### config.mk
export PLATFORM = sky130hd
export DESIGN_NAME = axi_gpio_irq_flat
export DESIGN_NICKNAME = d
export VERILOG_FILES = /design/src/rtl/axi_gpio_irq_if.sv /design/src/rtl/axi_gpio_irq.sv /design/src/flat_wrapper.sv
export SDC_FILE = /design/constraint.sdc
export NUM_CORES = 1
export LEC_CHECK = 0
export CAP_MARGIN = 40
export CORE_MARGIN = 4
export CORE_UTILIZATION = 45
export DETAILED_ROUTE_END_ITERATION = 8
export HOLD_SLACK_MARGIN = 0.03
export PLACE_DENSITY_LB_ADDON = 0.1
export SKIP_LAST_GASP = 1
export SLEW_MARGIN = 40
export SYNTH_ARGS = -nofsm -noshare
export SYNTH_HDL_FRONTEND = slang
export SYNTH_SLANG_ARGS = --single-unit
### constraint.sdc
create_clock -name clk -period 4.7 [get_ports clk]
set_input_delay 1.41 -clock clk [delete_from_list [all_inputs] [get_ports clk]]
set_output_delay 1.41 -clock clk [all_outputs]
set_load 0.02 [all_outputs]
### src/rtl/axi_gpio_irq_if.sv
// AXI4 slave-side signal bundle for the GPIO controller (single-beat transfers only).
//
// Handshake rule for every channel: a beat transfers on a rising clk edge where
// both valid and ready are high. The source keeps valid and its payload stable
// until that edge. The sink may raise or drop ready at any time.
interface axi_gpio_irq_if #(
    parameter int ID_WIDTH = 4
);
    logic                awvalid;
    logic                awready;
    logic [31:0]         awaddr;
    logic [ID_WIDTH-1:0] awid;

    logic                wvalid;
    logic                wready;
    logic [31:0]         wdata;
    logic [3:0]          wstrb;

    logic                bvalid;
    logic                bready;
    logic [1:0]          bresp;
    logic [ID_WIDTH-1:0] bid;

    logic                arvalid;
    logic                arready;
    logic [31:0]         araddr;
    logic [ID_WIDTH-1:0] arid;

    logic                rvalid;
    logic                rready;
    logic [31:0]         rdata;
    logic [1:0]          rresp;
    logic [ID_WIDTH-1:0] rid;
    logic                rlast;

    modport slave (
        input  awvalid, awaddr, awid,
        output awready,
        input  wvalid, wdata, wstrb,
        output wready,
        output bvalid, bresp, bid,
        input  bready,
        input  arvalid, araddr, arid,
        output arready,
        output rvalid, rdata, rresp, rid, rlast,
        input  rready
    );

    modport master (
        output awvalid, awaddr, awid,
        input  awready,
        output wvalid, wdata, wstrb,
        input  wready,
        input  bvalid, bresp, bid,
        output bready,
        output arvalid, araddr, arid,
        input  arready,
        input  rvalid, rdata, rresp, rid, rlast,
        output rready
    );
endinterface

### src/rtl/axi_gpio_irq.sv
// AXI slave GPIO controller: per-pin direction, atomic set/clear, synchronised
// inputs and rising/falling edge interrupts merged into one registered IRQ level.
module axi_gpio_irq #(
    parameter int          GPIO_WIDTH  = 32,
    parameter int          SYNC_STAGES = 2,
    parameter logic [31:0] BASE_ADDR   = 32'hD000_0000,
    parameter int          ID_WIDTH    = 4
) (
    input  logic                  clk,
    input  logic                  arst,
    axi_gpio_irq_if.slave         bus,
    input  logic [GPIO_WIDTH-1:0] gpio_i,
    output logic [GPIO_WIDTH-1:0] gpio_o,
    output logic [GPIO_WIDTH-1:0] gpio_oe_o,
    output logic                  irq_o,
    output logic                  wr_fsm_state,
    output logic                  rd_fsm_state
);

    localparam logic [7:0] OFF_OUT     = 8'h00;
    localparam logic [7:0] OFF_DIR     = 8'h04;
    localparam logic [7:0] OFF_IN      = 8'h08;
    localparam logic [7:0] OFF_RISE_EN = 8'h0C;
    localparam logic [7:0] OFF_FALL_EN = 8'h10;
    localparam logic [7:0] OFF_STATUS  = 8'h14;
    localparam logic [7:0] OFF_SET     = 8'h18;
    localparam logic [7:0] OFF_CLR     = 8'h1C;

    localparam logic [1:0] RESP_OKAY   = 2'b00;
    localparam logic [1:0] RESP_SLVERR = 2'b10;

    typedef enum logic {W_IDLE = 1'b0, W_RESP = 1'b1} wr_state_t;
    typedef enum logic {R_IDLE = 1'b0, R_DATA = 1'b1} rd_state_t;

    // Only the low address byte is decoded; the base is resolved by the interconnect.
    logic unused_bits;
    assign unused_bits = ^{bus.awaddr[31:8], bus.araddr[31:8], BASE_ADDR};

    // ---------------- register state ----------------
    logic [GPIO_WIDTH-1:0] out_q;
    logic [GPIO_WIDTH-1:0] dir_q;
    logic [GPIO_WIDTH-1:0] rise_en_q;
    logic [GPIO_WIDTH-1:0] fall_en_q;
    logic [GPIO_WIDTH-1:0] status_q;
    logic [GPIO_WIDTH-1:0] in_prev_q;
    logic [GPIO_WIDTH-1:0] sync_q [SYNC_STAGES];
    logic [GPIO_WIDTH-1:0] in_sync;
    logic                  irq_q;

    // ---------------- write channel state ----------------
    wr_state_t             wstate;
    logic                  awready_q;
    logic                  wready_q;
    logic                  bvalid_q;
    logic [1:0]            bresp_q;
    logic [ID_WIDTH-1:0]   bid_q;
    logic [7:0]            aw_off_q;
    logic [ID_WIDTH-1:0]   aw_id_q;
    logic [31:0]           wdata_q;
    logic [3:0]            wstrb_q;

    // ---------------- read channel state ----------------
    rd_state_t             rstate;
    logic                  arready_q;
    logic                  rvalid_q;
    logic [31:0]           rdata_q;
    logic [1:0]            rresp_q;
    logic [ID_WIDTH-1:0]   rid_q;
    logic                  rlast_q;

    // ---------------- write decode ----------------
    logic                  aw_hit;
    logic                  w_hit;
    logic                  wr_fire;
    logic [7:0]            wr_off;
    logic [ID_WIDTH-1:0]   wr_id;
    logic [31:0]           wr_data;
    logic [3:0]            wr_strb;
    logic                  wr_ok;
    logic [31:0]           strb_mask;
    logic [GPIO_WIDTH-1:0] wm;
    logic [GPIO_WIDTH-1:0] wd;
    logic [GPIO_WIDTH-1:0] w1c_mask;
    logic [GPIO_WIDTH-1:0] rise;
    logic [GPIO_WIDTH-1:0] fall;

    assign aw_hit = bus.awvalid & awready_q;
    assign w_hit  = bus.wvalid & wready_q;

    // A low ready while idle means that half of the transaction is already held.
    assign wr_fire = (wstate == W_IDLE) & (aw_hit | ~awready_q) & (w_hit | ~wready_q);

    // Same-cycle captures bypass the holding registers.
    assign wr_off  = aw_hit ? bus.awaddr[7:0] : aw_off_q;
    assign wr_id   = aw_hit ? bus.awid        : aw_id_q;
    assign wr_data = w_hit  ? bus.wdata       : wdata_q;
    assign wr_strb = w_hit  ? bus.wstrb       : wstrb_q;

    // Byte-lane mask and write decode; IN is read-only so it is an error target.
    always_comb begin
        strb_mask = '0;
        for (int i = 0; i < 32; i++) begin
            strb_mask[i] = wr_strb[i/8];
        end
        unique case (wr_off)
            OFF_OUT, OFF_DIR, OFF_RISE_EN, OFF_FALL_EN,
            OFF_STATUS, OFF_SET, OFF_CLR: wr_ok = 1'b1;
            default:                      wr_ok = 1'b0;
        endcase
    end

    assign wm = strb_mask[GPIO_WIDTH-1:0];
    assign wd = wr_data[GPIO_WIDTH-1:0] & wm;

    assign w1c_mask = (wr_fire && wr_ok && wr_off == OFF_STATUS) ? wd : '0;

    // ---------------- input synchroniser and edge detect ----------------
    assign in_sync = sync_q[SYNC_STAGES-1];
    assign rise    = in_sync & ~in_prev_q & rise_en_q;
    assign fall    = ~in_sync & in_prev_q & fall_en_q;

    // Pad inputs pass through a SYNC_STAGES-deep flop chain, then one more for edge history.
    always_ff @(posedge clk or negedge arst) begin
        if (!arst) begin
            for (int i = 0; i < SYNC_STAGES; i++) begin
                sync_q[i] <= '0;
            end
            in_prev_q <= '0;
        end else begin
            sync_q[0] <= gpio_i;
            for (int i = 1; i < SYNC_STAGES; i++) begin
                sync_q[i] <= sync_q[i-1];
            end
            in_prev_q <= in_sync;
        end
    end

    // Write FSM: collects AW and W in either order, commits, then holds B until accepted.
    always_ff @(posedge clk or negedge arst) begin
        if (!arst) begin
            wstate    <= W_IDLE;
            awready_q <= 1'b1;
            wready_q  <= 1'b1;
            bvalid_q  <= 1'b0;
            bresp_q   <= RESP_OKAY;
            bid_q     <= '0;
            aw_off_q  <= '0;
            aw_id_q   <= '0;
            wdata_q   <= '0;
            wstrb_q   <= '0;
        end else begin
            unique case (wstate)
                W_IDLE: begin
                    if (aw_hit) begin
                        aw_off_q  <= bus.awaddr[7:0];
                        aw_id_q   <= bus.awid;
                        awready_q <= 1'b0;
                    end
                    if (w_hit) begin
                        wdata_q  <= bus.wdata;
                        wstrb_q  <= bus.wstrb;
                        wready_q <= 1'b0;
                    end
                    if (wr_fire) begin
                        wstate   <= W_RESP;
                        bvalid_q <= 1'b1;
                        bresp_q  <= wr_ok ? RESP_OKAY : RESP_SLVERR;
                        bid_q    <= wr_id;
                    end
                end
                W_RESP: begin
                    if (bus.bready) begin
                        wstate    <= W_IDLE;
                        bvalid_q  <= 1'b0;
                        awready_q <= 1'b1;
                        wready_q  <= 1'b1;
                    end
                end
                default: wstate <= W_IDLE;
            endcase
        end
    end

    // Register file: commits the write on the fire edge; status collects edges every cycle.
    always_ff @(posedge clk or negedge arst) begin
        if (!arst) begin
            out_q     <= '0;
            dir_q     <= '0;
            rise_en_q <= '0;
            fall_en_q <= '0;
            status_q  <= '0;
        end else begin
            if (wr_fire && wr_ok) begin
                unique case (wr_off)
                    OFF_OUT:     out_q     <= (out_q & ~wm) | wd;
                    OFF_DIR:     dir_q     <= (dir_q & ~wm) | wd;
                    OFF_RISE_EN: rise_en_q <= (rise_en_q & ~wm) | wd;
                    OFF_FALL_EN: fall_en_q <= (fall_en_q & ~wm) | wd;
                    OFF_SET:     out_q     <= out_q | wd;
                    OFF_CLR:     out_q     <= out_q & ~wd;
                    default:     ;
                endcase
            end
            // A fresh edge outranks a simultaneous clear of the same bit.
            status_q <= (status_q & ~w1c_mask) | rise | fall;
        end
    end

    // Interrupt line is the registered OR of all pending status bits.
    always_ff @(posedge clk or negedge arst) begin
        if (!arst) begin
            irq_q <= 1'b0;
        end else begin
            irq_q <= |status_q;
        end
    end

    // ---------------- read decode ----------------
    logic [31:0] rd_val;
    logic        rd_ok;

    // Read mux over pre-edge register values, zero-extended to the bus width.
    always_comb begin
        rd_val = '0;
        rd_ok  = 1'b1;
        unique case (bus.araddr[7:0])
            OFF_OUT:          rd_val[GPIO_WIDTH-1:0] = out_q;
            OFF_DIR:          rd_val[GPIO_WIDTH-1:0] = dir_q;
            OFF_IN:           rd_val[GPIO_WIDTH-1:0] = in_sync;
            OFF_RISE_EN:      rd_val[GPIO_WIDTH-1:0] = rise_en_q;
            OFF_FALL_EN:      rd_val[GPIO_WIDTH-1:0] = fall_en_q;
            OFF_STATUS:       rd_val[GPIO_WIDTH-1:0] = status_q;
            OFF_SET, OFF_CLR: rd_val = '0;
            default:          rd_ok  = 1'b0;
        endcase
    end

    // Read FSM: capture address and data together, hold R until accepted.
    always_ff @(posedge clk or negedge arst) begin
        if (!arst) begin
            rstate    <= R_IDLE;
            arready_q <= 1'b1;
            rvalid_q  <= 1'b0;
            rdata_q   <= '0;
            rresp_q   <= RESP_OKAY;
            rid_q     <= '0;
            rlast_q   <= 1'b0;
        end else begin
            unique case (rstate)
                R_IDLE: begin
                    if (bus.arvalid) begin
                        rstate    <= R_DATA;
                        arready_q <= 1'b0;
                        rvalid_q  <= 1'b1;
                        rlast_q   <= 1'b1;
                        rdata_q   <= rd_val;
                        rresp_q   <= rd_ok ? RESP_OKAY : RESP_SLVERR;
                        rid_q     <= bus.arid;
                    end
                end
                R_DATA: begin
                    if (bus.rready) begin
                        rstate    <= R_IDLE;
                        arready_q <= 1'b1;
                        rvalid_q  <= 1'b0;
                        rlast_q   <= 1'b0;
                    end
                end
                default: rstate <= R_IDLE;
            endcase
        end
    end

    assign bus.awready = awready_q;
    assign bus.wready  = wready_q;
    assign bus.bvalid  = bvalid_q;
    assign bus.bresp   = bresp_q;
    assign bus.bid     = bid_q;
    assign bus.arready = arready_q;
    assign bus.rvalid  = rvalid_q;
    assign bus.rdata   = rdata_q;
    assign bus.rresp   = rresp_q;
    assign bus.rid     = rid_q;
    assign bus.rlast   = rlast_q;

    assign gpio_o       = out_q;
    assign gpio_oe_o    = dir_q;
    assign irq_o        = irq_q;
    assign wr_fsm_state = wstate;
    assign rd_fsm_state = rstate;

endmodule
### src/flat_wrapper.sv
// flat-port wrapper written by rule: the top's interface ports become plain ports
module axi_gpio_irq_flat 
#(
    parameter int          GPIO_WIDTH  = 32,
    parameter int          SYNC_STAGES = 2,
    parameter logic [31:0] BASE_ADDR   = 32'hD000_0000,
    parameter int          ID_WIDTH    = 4
)
  (clk, arst, gpio_i, gpio_o, gpio_oe_o, irq_o, wr_fsm_state, rd_fsm_state, bus_awvalid, bus_awaddr, bus_awid, bus_awready, bus_wvalid, bus_wdata, bus_wstrb, bus_wready, bus_bvalid, bus_bresp, bus_bid, bus_bready, bus_arvalid, bus_araddr, bus_arid, bus_arready, bus_rvalid, bus_rdata, bus_rresp, bus_rid, bus_rlast, bus_rready);
  axi_gpio_irq_if #(.ID_WIDTH(ID_WIDTH)) bus_i ();
  input  logic clk;
  input  logic arst;
  input  logic [GPIO_WIDTH-1:0] gpio_i;
  output logic [GPIO_WIDTH-1:0] gpio_o;
  output logic [GPIO_WIDTH-1:0] gpio_oe_o;
  output logic irq_o;
  output logic wr_fsm_state;
  output logic rd_fsm_state;
  input wire logic [$bits(bus_i.awvalid)-1:0] bus_awvalid;
  input wire logic [$bits(bus_i.awaddr)-1:0] bus_awaddr;
  input wire logic [$bits(bus_i.awid)-1:0] bus_awid;
  output wire logic [$bits(bus_i.awready)-1:0] bus_awready;
  input wire logic [$bits(bus_i.wvalid)-1:0] bus_wvalid;
  input wire logic [$bits(bus_i.wdata)-1:0] bus_wdata;
  input wire logic [$bits(bus_i.wstrb)-1:0] bus_wstrb;
  output wire logic [$bits(bus_i.wready)-1:0] bus_wready;
  output wire logic [$bits(bus_i.bvalid)-1:0] bus_bvalid;
  output wire logic [$bits(bus_i.bresp)-1:0] bus_bresp;
  output wire logic [$bits(bus_i.bid)-1:0] bus_bid;
  input wire logic [$bits(bus_i.bready)-1:0] bus_bready;
  input wire logic [$bits(bus_i.arvalid)-1:0] bus_arvalid;
  input wire logic [$bits(bus_i.araddr)-1:0] bus_araddr;
  input wire logic [$bits(bus_i.arid)-1:0] bus_arid;
  output wire logic [$bits(bus_i.arready)-1:0] bus_arready;
  output wire logic [$bits(bus_i.rvalid)-1:0] bus_rvalid;
  output wire logic [$bits(bus_i.rdata)-1:0] bus_rdata;
  output wire logic [$bits(bus_i.rresp)-1:0] bus_rresp;
  output wire logic [$bits(bus_i.rid)-1:0] bus_rid;
  output wire logic [$bits(bus_i.rlast)-1:0] bus_rlast;
  input wire logic [$bits(bus_i.rready)-1:0] bus_rready;
  assign bus_i.awvalid = bus_awvalid;
  assign bus_i.awaddr = bus_awaddr;
  assign bus_i.awid = bus_awid;
  assign bus_awready = bus_i.awready;
  assign bus_i.wvalid = bus_wvalid;
  assign bus_i.wdata = bus_wdata;
  assign bus_i.wstrb = bus_wstrb;
  assign bus_wready = bus_i.wready;
  assign bus_bvalid = bus_i.bvalid;
  assign bus_bresp = bus_i.bresp;
  assign bus_bid = bus_i.bid;
  assign bus_i.bready = bus_bready;
  assign bus_i.arvalid = bus_arvalid;
  assign bus_i.araddr = bus_araddr;
  assign bus_i.arid = bus_arid;
  assign bus_arready = bus_i.arready;
  assign bus_rvalid = bus_i.rvalid;
  assign bus_rdata = bus_i.rdata;
  assign bus_rresp = bus_i.rresp;
  assign bus_rid = bus_i.rid;
  assign bus_rlast = bus_i.rlast;
  assign bus_i.rready = bus_rready;
  axi_gpio_irq #(.GPIO_WIDTH(GPIO_WIDTH), .SYNC_STAGES(SYNC_STAGES), .BASE_ADDR(BASE_ADDR), .ID_WIDTH(ID_WIDTH)) u_core (.clk(clk), .arst(arst), .bus(bus_i), .gpio_i(gpio_i), .gpio_o(gpio_o), .gpio_oe_o(gpio_oe_o), .irq_o(irq_o), .wr_fsm_state(wr_fsm_state), .rd_fsm_state(rd_fsm_state));
endmodule
==> flow_metrics.tcl, run 1 <==
set metrics [dict create \
    outcome "finished, final reports clean" \
    holdWs_ns 0.347 \
    io_pins 264 \
    grt_max_degree 108 \
    vias 11400 \
    slowest_delay_ns 0.77 \
    via_per_inst 5.80 \
    slew-limit-headroom_pct 43.7 \
    powerDensity_nw_per_um2 534 \
    drt_iter0_drc 919 \
    routedWlPerCell_um 23.4 \
    ys_types 63 \
    hold_path_class "flip-flop to flip-flop" \
    slew_violations 0 \
    crit_path_end_kind "flip-flop" \
    grt_pass1_vias 11400 \
    ys_seq_area_share_pct 57.9 \
    netlist_top_cells_area "dfrtp_1 (57%), mux2_2 (11%), mux2i_1 (2.5%)" \
    syn_area_per_cell_um2 12.1 \
    critPathKind "input pin to flip-flop" \
    h-tree-depth 2 \
    fin_cells 1970 \
    cts_buffers 39 \
    finalSetupTns_ns 0 \
    ys_async_sr_fraction_pct 100 \
    antenna_found_initial 3 \
    peakVddDrop_mv 0.290 \
    p_leak_nw 8.36 \
    fin_crit_sh_pct 84.4 \
    final_antenna_net_count 0 \
    cts_tree "yes" \
    path_delay_family "simple AND/OR/NAND/NOR gates" \
    drive_above_1_share_pct 19.5 \
    synth_top_area_share_pct 57.4 \
    drc_errors 0 \
    synth_edf_count 0 \
    cts_resized 0 \
    yosys_warnings 0 \
    dp_hpwl_um 30400 \
    final_cell_mix "dfrtp_1 (351), clkdlybuf4s50_1 (211), mux2_2 (145), nand2_1 (80), o21ai_0 (70)" \
    netlist_instances 1265 \
    clk_latency_ns 0.53 \
    grt_first_pass_wirelength_um 69000 \
    critPathSlowestCell "clkdlybuf4s50_1" \
    max_freq_mhz 252 \
    syn-cell-area_um2 15300 \
    io_buffer_count 213 \
    drt-total-wl_um 46000 \
    cts_root_buf "clkbuf_16" \
    skew_ns 0.0171 \
    fin_crit_ns 3.97 \
    chipHeight_um 192 \
    worst_slew_pin_slew_ns 0.844 \
    crit_path_max_fanout 14 \
    place_congestion 0.809 \
    path_cells "clkdlybuf4s50_1, and4bb_2, o22ai_4, a211o_1, nor3_4, mux2_2" \
    dp_cells 1899 \
    cts_setup_buffers 0 \
    start_util_pct 45.7 \
    setup_viol 0 \
    grt_overflow 0 \
    grt_usage_pct 24.6 \
    final_area_um2 19400 \
    cts_sinks 354 \
    synth-main-ff-cell "dfrtp_1" \
    crit_required_ns 5.10 \
    die_area_um2 37000 \
    hold_buffers 0 \
    rsz0062_at_grt "false" \
    rows 67 \
    ys_ff_latch 354 \
    place_area_um2 18100 \
    crit_arrival_ns 4.36 \
    syn2layout_area_growth_pct 26.5 \
    die_x_um 192 \
    max_cap_viol_count 0 \
    final_hold_viol_count 0 \
    yosys.area.top_type "dfrtp_1" \
    crit_buf_inv 1 \
    critPathLaunchType "input pin" \
    final_common_cell "dfrtp_1" \
    nets 1640 \
    dr.pass1.iters 5 \
    path_clk_slew_ns 0.06 \
    coreArea_um2 33500 \
    cts_buffer_depth 3 \
]
power by group:
| part | total (W) | switching, W | internal [W] |
|---|---|---|---|
| combinational | 0.00315 | 0.00177 | 0.00138 |
| clock | 0.00296 | 0.00120 | 0.00176 |
| sequential | 0.00423 | 0.000536 | 0.00370 |
worst paths after layout:
kind | endpoint | slack, ns | from | cells after the start
max reg2reg | flip-flop | 1.72 | u_core.bus.awready$_DFFE_PN1P_ | 5
min | u_core.in_sync[21]$_DFF_PN0_ | 0.35 | u_core.sync_q[53]$_DFF_PN0_ | 0
max in group asynchronous | asynchronous set/reset pin | 2.84 | arst | 2
max | flip-flop | 0.73 | bus_awvalid | 6
min reg2reg | u_core.in_sync[21]$_DFF_PN0_ | 0.35 | u_core.sync_q[53]$_DFF_PN0_ | 0
min in group asynchronous | u_core.sync_q[52]$_DFF_PN0_ | 0.86 | arst | 1
cells in the mapped netlist (10+ instances only):
library cell  number
nand3b_1          27
nor2b_1           10
mux2_1            24
mux2_2           145
a21oi_1           55
a21o_1            14
o31ai_1           23
nor4_1            40
nor2_1            50
inv_1             37
a221oi_1          19
o21ai_0           70
a31oi_1           14
o211ai_1          11
dfrtp_1          351
nand2_1           82
a22oi_1           38
o21ai_1           32
clkbuf_1          51
mux2i_1           39
nand4_1           15
metal layers:
layer	global-route usage [%]	routed length, µm	vias to the layer above
li1	-	-	5113
met3	4.05	2810	70
met2	39.6	21900	424
met1	34.9	20400	5818
met4	6.39	987	2
met5	0	7	-
cells by family (layout without fill, tap and decap cells):
kind of cell | count (synthesis) | count (layout) | synth area share (%)
AOI/OAI and AO/OA | 305 | 305 | 12.8
muxes | 213 | 213 | 15.7
and+or+nand+nor | 284 | 284 | 10.7
buffers and inverters | 108 | 362 | 2.91
DFF | 354 | 354 | 57.9
other | 1 | 4 | 0.0245
stage by stage:
step / setup WS (ns) / total power (W) / utilization, %
2_1_floorplan: 1.47 / 0.00598 / -
4_1_cts: 0.776 / 0.0104 / 57.7
5_1_grt: 0.622 / 0.0108 / 57.8
3_3_place_gp: 0.307 / 0.00734 / 54.0
3_5_place_dp: 0.260 / 0.00741 / 54.0
6_report: 0.733 / 0.0103 / 57.8
area by class of cell:
| class | count | area (µm²) |
|---|---|---|
| fill | 2834 | 14200 |
| sequential | 354 | 8860 |
| multi-input combinational | 804 | 6040 |
| timing repair buffer | 257 | 2530 |
| clock buffer | 59 | 1160 |
| tap | 448 | 561 |
| inverter | 37 | 139 |
| clock inverter | 9 | 72.6 |
| antenna | 2 | 5.00 |
(Power assumes the default switching activity.)
==> run 2: changes to the inputs <==
==> constraint.sdc (replaced) <==
create_clock -name clk -period 3.2 [get_ports clk]
set_input_delay 0.96 -clock clk [delete_from_list [all_inputs] [get_ports clk]]
set_output_delay 0.96 -clock clk [all_outputs]
set_load 0.02 [all_outputs]
==> flow_metrics.tcl, run 2 (synthesized netlist as in run 1, its figures left out) <==
set metrics [dict create \
    io_buffer_count 213 \
    via_per_inst 5.75 \
    antenna_found_initial 1 \
    vias 11700 \
    nets 1696 \
    die_x_um 192 \
    crit_required_ns 3.59 \
    critPathSlowestCell "clkdlybuf4s50_1" \
    dr.pass1.iters 5 \
    drt_iter0_drc 813 \
    clk_latency_ns 0.53 \
    cts_sinks 354 \
    crit_arrival_ns 3.28 \
    rsz0062_at_grt "false" \
    final_antenna_net_count 0 \
    critPathLaunchType "input pin" \
    grt_pass1_vias 12000 \
    max_cap_viol_count 0 \
    crit_top_cell "buf_12" \
    grt_overflow 0 \
    syn2layout_area_growth_pct 31.1 \
    final_hold_viol_count 0 \
    peakVddDrop_mv 0.566 \
    worst_slew_pin_slew_ns 0.692 \
    antenna_cells 0 \
    fin_crit_sh_pct 90.3 \
    hold_buffers 0 \
    regToRegSetupSlack_ns 0.67 \
    grt_usage_pct 24.8 \
    p_leak_nw 8.73 \
    path_clk_slew_ns 0.06 \
    outcome "finished, final reports clean" \
    place_congestion 0.850 \
    final_common_cell "dfrtp_1" \
    max_freq_mhz 346 \
    skew_ns 0.0193 \
    start_util_pct 45.7 \
    drive_above_1_share_pct 22.7 \
    grt_first_pass_wirelength_um 70700 \
    slowest_delay_ns 0.49 \
    h-tree-depth 2 \
    fin_crit_ns 2.89 \
    cts_setup_buffers 0 \
    final_cell_mix "dfrtp_1 (351), clkdlybuf4s50_1 (211), mux2_2 (145), nand2_1 (80), buf_4 (77)" \
    hold_path_class "flip-flop to flip-flop" \
    rows 67 \
    final_area_um2 20100 \
    cts_resized 0 \
    place_area_um2 18800 \
    powerDensity_nw_per_um2 776 \
    slew-limit-headroom_pct 53.7 \
    setup_viol 0 \
    min_from "u_core.sync_q[58]$_DFF_PN0_" \
    dp_hpwl_um 31500 \
    cts_buffer_depth 3 \
    grt_max_degree 91 \
    worstHoldPathCells 0 \
    critPathKind "input pin to flip-flop" \
    drc_errors 0 \
    io_pins 264 \
    cts_buffers 40 \
    cts_root_buf "clkbuf_16" \
    crit_path_max_fanout 8 \
    slew_violations 0 \
    die_area_um2 37000 \
    crit_path_end_kind "flip-flop" \
    fin_util_pct 59.9 \
    routedWlPerCell_um 22.7 \
    path_cells "clkdlybuf4s50_1, buf_4, nand2_2, mux2_2, a211o_1, buf_12, nor3_4, buf_12, mux2_1" \
    hold_path_end "u_core.in_sync[26]$_DFF_PN0_" \
    coreArea_um2 33500 \
    r2r-start "u_core.bus.awready$_DFFE_PN1P_" \
    cts_tree "yes" \
    chipHeight_um 192 \
    drt-total-wl_um 46100 \
    worstRegToRegCells 6 \
]
## run 2: worst max path at each step
stage	startpoint	endpoint	slack [ns]	cells after the start
6_report	bus_awvalid	flip-flop	0.31	9
5_1_grt	bus_awvalid	u_core.gpio_o[13]$_DFFE_PN0P_	0.21	9
4_1_cts	bus_awvalid	flip-flop	0.32	9
3_5_place_dp	bus_awvalid	flip-flop	-0.23	9
3_3_place_gp	bus_awvalid	flip-flop	-0.21	9
2_1_floorplan	bus_awvalid	flip-flop	0.42	7
## run 2: final cells by class
type                            instances  area (µm²)
Multi-Input combinational cell        804        6040
Tap cell                              448         561
Clock buffer                           62        1250
Fill cell                            2716       13500
Clock inverter                         10        63.8
Inverter                               37         139
Timing Repair Buffer                  312        3150
Sequential cell                       354        8860
## run 2: where the power goes
group          internal [W]  switching (W)  total (W)
combinational       0.00220        0.00261    0.00482
clock               0.00270        0.00183    0.00453
sequential          0.00543       0.000798    0.00623
total                0.0103        0.00524     0.0156
## run 2: worst max-delay path, delay by kind of cell
family	cells	cell delay [ns]
buffers and inverters	4	1.02
AOI/OAI and AO/OA	1	0.29
and+or+nand+nor	2	0.26
muxes	2	0.74
## run 2: per-layer routing
metal	vias to the layer above	track usage, %	share of wire, %
li1	5218	-	-
met1	5965	34.3	44
met2	383	40.6	48
met3	85	4.54	6.4
met4	2	6.53	2.2
met5	-	0	0.015
## run 2: through the flow
stage | power, W | worst slack [ns] | std cells | hold WS, ns | setup TNS (ns)
detailed placement | 0.0111 | -0.226 | 1955 | 0.336 | -24.60
floorplan | 0.00879 | 0.425 | 1266 | 0.331 | 0
CTS | 0.0156 | 0.321 | 2027 | 0.346 | 0
global route | 0.0163 | 0.207 | 2027 | 0.354 | 0
finish | 0.0156 | 0.310 | 2027 | 0.342 | 0
global placement | 0.0110 | -0.210 | 1955 | 0.332 | -23.34
==> run 3: changes to the inputs <==
==> constraint.sdc (replaced) <==
create_clock -name clk -period 3.2 [get_ports clk]
set_input_delay 0.64 -clock clk [delete_from_list [all_inputs] [get_ports clk]]
set_output_delay 0.64 -clock clk [all_outputs]
set_load 0.02 [all_outputs]
==> flow_metrics.tcl, run 3 (synthesized netlist as in run 1, its figures left out) <==
set metrics [dict create \
    outcome "finished, final reports clean" \
    fin_crit_sh_pct 84.6 \
    drive_above_1_share_pct 20.8 \
    start_util_pct 45.7 \
    fin_cells 1994 \
    final_cell_mix "dfrtp_1 (351), clkdlybuf4s50_1 (211), mux2_2 (145), nand2_1 (80), o21ai_0 (70)" \
    place_congestion 0.851 \
    crit_path_max_fanout 18 \
    dr.pass1.iters 5 \
    crit_arrival_ns 3.10 \
    peakVddDrop_mv 0.503 \
    io_buffer_count 213 \
    drt_iter0_drc 878 \
    via_per_inst 5.76 \
    die_area_um2 37000 \
    io_pins 264 \
    p_leak_nw 8.55 \
    dr_wl_met3_um 3010 \
    final_antenna_net_count 0 \
    worst_slew_pin_slew_ns 0.756 \
    critPathLaunchType "input pin" \
    cts_resized 0 \
    vias 11500 \
    chipHeight_um 192 \
    drt-total-wl_um 46000 \
    path_clk_slew_ns 0.06 \
    hold_path_class "input pin to asynchronous set/reset pin" \
    grt_overflow 0 \
    final_common_cell "dfrtp_1" \
    final_area_um2 19800 \
    fin_crit_ns 2.71 \
    slowest_delay_ns 0.74 \
    cts_buffer_depth 3 \
    path_cells "clkdlybuf4s50_1, and4bb_2, o22ai_4, buf_12, or4_1, o21ai_0, o211ai_1" \
    dp_hpwl_um 31000 \
    skew_ns 0.0106 \
    grt_first_pass_wirelength_um 69900 \
    coreArea_um2 33500 \
    clk_latency_ns 0.52 \
    cts_buffers 38 \
    slew_violations 0 \
    slew-limit-headroom_pct 49.4 \
    die_x_um 192 \
    route.layer.met1.wl_um 20000 \
    grt_max_degree 79 \
    cts_tree "yes" \
    max_cap_viol_count 0 \
    dp_cells 1925 \
    final_hold_viol_count 0 \
    crit_required_ns 3.59 \
    setup_viol 0 \
    routedWlPerCell_um 23.1 \
    h-tree-depth 2 \
    antenna_found_initial 2 \
    grt_pass1_vias 11800 \
    syn2layout_area_growth_pct 29.1 \
    hold_buffers 0 \
    rsz0062_at_grt "false" \
    powerDensity_nw_per_um2 775 \
    cts_setup_buffers 0 \
    nets 1664 \
    grt_usage_pct 24.7 \
    crit_path_end_kind "flip-flop" \
    critPathKind "input pin to flip-flop" \
    place_area_um2 18500 \
    critPathSlowestCell "or4_1" \
    met2_length_um 21900 \
    max_freq_mhz 369 \
    cts_root_buf "clkbuf_16" \
    rows 67 \
    cts_sinks 354 \
    routed.top_layer "met5" \
    drc_errors 0 \
]
-- run 3: cell types whose count changed in the layout (fill, tap and decap cells not counted) --
cell	previous run	this run
buf_4	77	50
clkbuf_8	15	8
clkbuf_1	6	10
buf_12	22	19
inv_6	3	0
bufinv_16	0	2
clkinv_2	6	5
clkinvlp_4	1	2
diode_2	0	1
-- run 3: through the flow --
step | setup WS (ns) | utilization (%) | hold slack [ns] | TNS [ns] | power (W)
detailed placement | -0.0402 | 55.1 | 0.335 | -0.0824 | 0.0110
floorplan | 0.745 | - | 0.331 | 0 | 0.00879
CTS | 0.501 | 58.9 | 0.0942 | 0 | 0.0154
finish | 0.492 | 59.0 | 0.0833 | 0 | 0.0153
global placement | 0.00722 | 55.1 | 0.332 | 0 | 0.0108
global route | 0.369 | 59.0 | 0.123 | 0 | 0.0161
-- run 3: layout make-up --
cell class,count,area [µm²]
fillers,2864,13800
flip-flops and latches,354,8860
multi-input cells,804,6040
repair buffers,282,2890
clock buffers,59,1170
well taps,448,561
inverters,37,139
clock inverters,9,100
diodes,1,2.50
-- run 3: power by group --
group	internal (W)	leakage [nW]	total, W	switching (W)
clock network	0.00268	0.623	0.00443	0.00175
logic	0.00209	3.48	0.00467	0.00259
registers	0.00543	4.45	0.00622	0.000786
-- run 3: path summary, 6_finish.rpt --
| check | start | endpoint | slack, ns | depth (start not counted) |
|---|---|---|---|---|
| worst min register to register | u_core.sync_q[37]$_DFF_PN0_ | u_core.in_sync[5]$_DFF_PN0_ | 0.35 | 0 |
| worst max register to register | u_core.bus.awready$_DFFE_PN1P_ | u_core.status_q[29]$_DFF_PN0_ | 0.63 | 6 |
| worst max-delay path | bus_awvalid | u_core.status_q[29]$_DFF_PN0_ | 0.49 | 7 |
| min in group clk | u_core.sync_q[37]$_DFF_PN0_ | u_core.in_sync[5]$_DFF_PN0_ | 0.35 | 0 |
| worst min-delay path | arst | u_core.sync_q[52]$_DFF_PN0_ | 0.08 | 1 |
| max in group asynchronous | arst | u_core.wdata_q[31]$_DFFE_PN0N_ | 2.29 | 2 |
-- run 3: routing by layer --
| layer | track usage [%] | vias up |
|---|---|---|
| li1 | - | 5163 |
| met1 | 34.2 | 5846 |
| met2 | 40.7 | 400 |
| met3 | 4.27 | 73 |
| met4 | 6.69 | 2 |
| met5 | 0 | - |
-- run 3: worst max-delay path: cells and delay by family --
| family | cells | cell delay, ns |
|---|---|---|
| buffers and inverters | 2 | 0.87 |
| AOI/OAI and AO/OA | 3 | 0.51 |
| and+or+nand+nor | 2 | 1.05 |
